`src/rtl/stopwatch_ctrl.sv`:
```
// Control FSM for an MM:SS stopwatch: 1 Hz tick prescaler, start/stop/lap/clear sequencing, lap freeze and 59:59 overflow.
// Optional saturation at 59:59 (instead of wrapping) is enabled by defining STOPWATCH_SAT_EN.
module stopwatch_ctrl #(
    parameter int TICK_DIV = 50000000,
    parameter int TICK_W   = 26
) (
    input  logic       clk,
    input  logic       rst,
    input  logic       btn_ss,
    input  logic       btn_lr,
    input  logic [6:0] sec_count,
    input  logic [6:0] min_count,
    output logic       sec_en,
    output logic       min_en,
    output logic       cnt_clr,
    output logic [6:0] disp_sec,
    output logic [6:0] disp_min,
    output logic       running,
    output logic       lap_active,
    output logic       ovf
);

    localparam logic [1:0] ST_IDLE  = 2'd0;
    localparam logic [1:0] ST_RUN   = 2'd1;
    localparam logic [1:0] ST_LAP   = 2'd2;
    localparam logic [1:0] ST_PAUSE = 2'd3;

    localparam logic [TICK_W-1:0] TICK_LAST = TICK_W'(TICK_DIV - 1);

    logic [1:0]        state;
    logic [1:0]        state_nxt;
    logic [TICK_W-1:0] presc;
    logic [6:0]        lap_sec;
    logic [6:0]        lap_min;
    logic              lap_load;
    logic              clr_req;
    logic              tick;
    logic              wrap_tick;

    assign running    = (state == ST_RUN) || (state == ST_LAP);
    assign lap_active = (state == ST_LAP);
    assign disp_sec   = lap_active ? lap_sec : sec_count;
    assign disp_min   = lap_active ? lap_min : min_count;

    assign tick      = running && (presc == TICK_LAST);
    assign wrap_tick = tick && (sec_count == 7'h59) && (min_count == 7'h59);

`ifdef STOPWATCH_SAT_EN
    assign sec_en = tick && !wrap_tick;
`else
    assign sec_en = tick;
`endif
    assign min_en = sec_en && (sec_count == 7'h59);

    always_comb begin
        // NOTE: every output of this block gets a default first, so no path can infer a latch.
        state_nxt = state;
        lap_load  = 1'b0;
        clr_req   = 1'b0;
        case (state)
            ST_IDLE: begin
                if (btn_ss) state_nxt = ST_RUN;
            end
            ST_RUN: begin
                if (btn_ss) begin
                    state_nxt = ST_PAUSE;
                end else if (btn_lr) begin
                    state_nxt = ST_LAP;
                    lap_load  = 1'b1;
                end
            end
            ST_LAP: begin
                if (btn_ss)      state_nxt = ST_PAUSE;
                else if (btn_lr) state_nxt = ST_RUN;
            end
            ST_PAUSE: begin
                if (btn_ss) begin
                    state_nxt = ST_RUN;
                end else if (btn_lr) begin
                    state_nxt = ST_IDLE;
                    clr_req   = 1'b1;
                end
            end
            default: state_nxt = ST_IDLE;
        endcase
`ifdef STOPWATCH_SAT_EN
        // Saturating overflow overrides any button in the same cycle.
        if (wrap_tick) begin
            state_nxt = ST_PAUSE;
            lap_load  = 1'b0;
        end
`endif
    end

    always_ff @(posedge clk) begin
        // NOTE: sequential state uses non-blocking assignments only, so every register sees pre-edge values.
        if (rst) begin
            state   <= ST_IDLE;
            presc   <= '0;
            cnt_clr <= 1'b0;
            ovf     <= 1'b0;
            lap_sec <= '0;
            lap_min <= '0;
        end else begin
            state   <= state_nxt;
            cnt_clr <= clr_req;

            // PAUSE falls through untouched, keeping the fractional second.
            if (tick)                presc <= '0;
            else if (running)        presc <= presc + TICK_W'(1);
            else if (state == ST_IDLE) presc <= '0;

            if (lap_load) begin
                lap_sec <= sec_count;
                lap_min <= min_count;
            end

            if (clr_req)        ovf <= 1'b0;
            else if (wrap_tick) ovf <= 1'b1;
        end
    end

endmodule

```
`config.mk`:
```
export PLATFORM = sky130hd
export DESIGN_NAME = stopwatch_ctrl
export DESIGN_NICKNAME = d
export VERILOG_FILES = /design/src/rtl/stopwatch_ctrl.sv
export SDC_FILE = /design/constraint.sdc
export NUM_CORES = 1
export LEC_CHECK = 0
export CORE_AREA = 2 2 74 76
export CTS_BUF_LIST = sky130_fd_sc_hd__clkbuf_16
export CTS_CLUSTER_SIZE = 12
export DETAILED_ROUTE_END_ITERATION = 8
export DIE_AREA = 0 0 76 78
export GPL_TIMING_DRIVEN = 0
export PLACE_DENSITY = 0.71
export SLEW_MARGIN = 20
export SYNTH_ARGS = -nofsm -noshare
export SYNTH_HDL_FRONTEND = slang
export SYNTH_SLANG_ARGS = --single-unit
```
`constraint.sdc`:
```
create_clock -name clk -period 3.2 [get_ports clk]
set_input_delay 0.32 -clock clk [delete_from_list [all_inputs] [get_ports clk]]
set_output_delay 0.32 -clock clk [all_outputs]
set_load 0.02 [all_outputs]
```
==> metrics.cfg, run 1 <==
[sta]
fin_worst_skew_ns = 0.006553
setup_tns_ns = 0
layout_worst_path_cycle_share = 0.8990
timing.fmax_mhz = 347.6
post-route-min-period_ns = 2.877
finalHoldViolCount = 0
relSlewSlack = 0.6885
slew_viol_final = 0
tightest_slew_ns = 0.4673
finalWorstSetupSlack_ns = 0.3233
rsz0062_at_grt = no
setup_viol = 0

[finish]
final_cell_mix = nand2_1 (44), dfxtp_1 (44), clkdlybuf4s50_1 (37), a21oi_1 (27), nor2_1 (20)
area_delta_synth_final_pct = 27.51
num-fill-cells = 458
multi_input_area_um2 = 1328
final_nets = 338
final-seq-area_um2 = 880.8
diodes = 0
post-route-util = 0.5762
drive_gt1_frac = 0.1083

[worst_setup_path]
critical_path_arrival_ns = 2.56
slowest_stage = clkdlybuf4s50_1
ff2ff_path_depth = 7
ff2ff_setup_slack_ns = 1.00
worstPathRequired_ns = 2.88
crit_path_cell_trace = inv_1 -> ha_1 -> clkbuf_1 -> clkbuf_2 -> mux2_2 -> clkdlybuf4s50_1
critical_path_class = reg -> out
critPathLaunchType = register
worstSetupEndpointType = primary output
slowest_delay_ns = 0.54
cp_max_fo = 10

[drt]
drt-total-wl_mm = 5.114
dr.pass1.iters = 4
wl_per_cell_um = 13.32
ant_nets = 0
drtIter0Drc = 59
drc = 0
vias = 2058
vias_per_cell = 5.359

[grt]
antenna_found_initial = 0
grt_max_degree = 15
grt.total_usage = 0.1708
grt_pass1_vias = 1769
grt_overflow_total = 0
grt_first_pass_wirelength_mm = 8.273

[floorplan]
start_util = 0.4519
io_pins = 38
fp.dieW_um = 76
dieHeight_um = 78
core.rowCount = 26
core_area_um2 = 5042
dieArea_um2 = 5928

[synth]
ys_warn_count = 0
synth_area_leaders = dfxtp_1 (39%), nand2_1 (7.2%), mux2_2 (6.9%), a21oi_1 (5.9%), ha_1 (3.8%)
synth_cells = 269
seq_area_frac_synth = 0.3866
ys.flop_type = dfxtp_1
syn_avg_cell_area_um2 = 8.470
syn-num-nets = 294
ys_types = 41
synth.top_cell.area_share = 0.3866
yosysTopAreaCell = dfxtp_1
synth_seq_cells = 44
synthArstFlopShare = 0
synth_edf_count = 0
synth_area_um2 = 2278

[clocking]
root_buffer = clkbuf_16
worstSkewPairLatency_ns = 0.29
clkTransAtPathRegs_ns = 0.06
cts_setup_buffers = 0
cts_tree = yes
htreeDepth = 2
clk_path_buf_depth = 2
clkSinkCount = 44
numCtsBuffers = 5

[min_path]
hold_path.class = reg -> reg
min_path_cells = 2

[place]
preCtsSetupSlack_ns = 0.4170
post-dp-hpwl_mm = 3.693
place.gp.congestion = 0.8180
place.port_buffers = 37

[power_and_ir_drop]
powerDensity_nw_per_um2 = 498.3
worst_ir_drop_vdd_v = 0.0002450
p_leak_nw = 1.007
power.total_mw = 1.448

[job]
maxCapViolations = 0

[status]
status = completed

-- flip-flops by register name (all words and copies together), names as in the netlist --
name,flops
presc,26
lap_min,7
lap_sec,7
state,2
cnt_clr,1
ovf,1
-- per-stage QoR --
step,hold slack (ns),instances,instance area (µm²)
floorplan,0.4329,269,2278
global placement,0.4399,376,2736
detailed placement,0.4436,376,2736
CTS,0.4544,384,2904
global route,0.4739,384,2905
finish,0.4525,384,2905
-- worst paths after layout --
check                 to  startpoint
max reg2reg    presc[24]    state[1]
max          disp_min[1]    state[0]
min           lap_sec[4]  lap_sec[4]
min reg2reg   lap_sec[4]  lap_sec[4]
-- what timing repair did --
action | 4_1_cts | 5_1_grt
resized for setup | 0 | 2
hold buffers | 0 | 0
endpoints found under the setup margin | 0 | 2
-- synthesized netlist by cell type, types with 3 or more instances --
master / instances
inv_1: 4
and4_1: 4
buf_4: 3
clkbuf_1: 6
xnor2_1: 8
a21oi_1: 27
nor4_1: 3
nor2b_1: 5
xor2_1: 6
mux2_2: 14
or4_1: 4
nand3_1: 6
dfxtp_1: 44
nand4_1: 9
nand2_1: 44
and3_1: 5
o21ai_0: 8
nor2_1: 20
or3_1: 8
ha_1: 7
nor3_1: 7
o31ai_1: 4
-- power breakdown --
group	switching, mW	leakage (nW)	internal [mW]
Clock	0.211	0.0798	0.366
Sequential	0.0148	0.355	0.566
Combinational	0.156	0.572	0.134
Total	0.381	1.01	1.07
-- layout make-up --
| class | instances | area share |
|---|---|---|
| plain buffers | 11 | 0.01938 |
| clock buffers | 5 | 0.04307 |
| clock inverters | 3 | 0.01464 |
| inverters | 4 | 0.005168 |
| multi-input cells | 210 | 0.4569 |
| flip-flops and latches | 44 | 0.3032 |
| well taps | 70 | 0.03015 |
| repair buffers | 37 | 0.1275 |
-- cell families after synthesis --
logic type / count (synthesis) / synth area share
AO/OA/AOI/OAI: 45 / 0.1120
XOR/XNOR: 14 / 0.05382
adder cells (fa/ha/maj): 7 / 0.03844
buffers and inverters: 15 / 0.03075
flip-flops: 44 / 0.3866
multiplexers: 14 / 0.06919
AND/OR/NAND/NOR: 130 / 0.3092
-- critical path: cells and delay by family (launching register included) --
kind                     cells  cell delay (ns)
buffers and inverters        4             1.35
multiplexers                 1             0.37
flip-flops                   1             0.35
adder cells (fa/ha/maj)      1             0.19
-- routing by layer --
| metal | wire [µm] | track usage | share of wire | vias up |
|---|---|---|---|---|
| met5 | 0 | 0 | 0 | - |
| met4 | 72 | 0.06182 | 0.014 | 0 |
| met3 | 246 | 0.04767 | 0.048 | 6 |
| met2 | 2362 | 0.2804 | 0.46 | 37 |
| met1 | 2433 | 0.2152 | 0.48 | 961 |
| li1 | - | - | - | 1054 |
Power figures use the tool's default switching activity.
==> run 2: changes to the inputs <==
SKIP_CTS_REPAIR_TIMING = 1   (was not set)
==> results of run 2 <==
Final layout, timing and power as in run 1 (identical DEF).
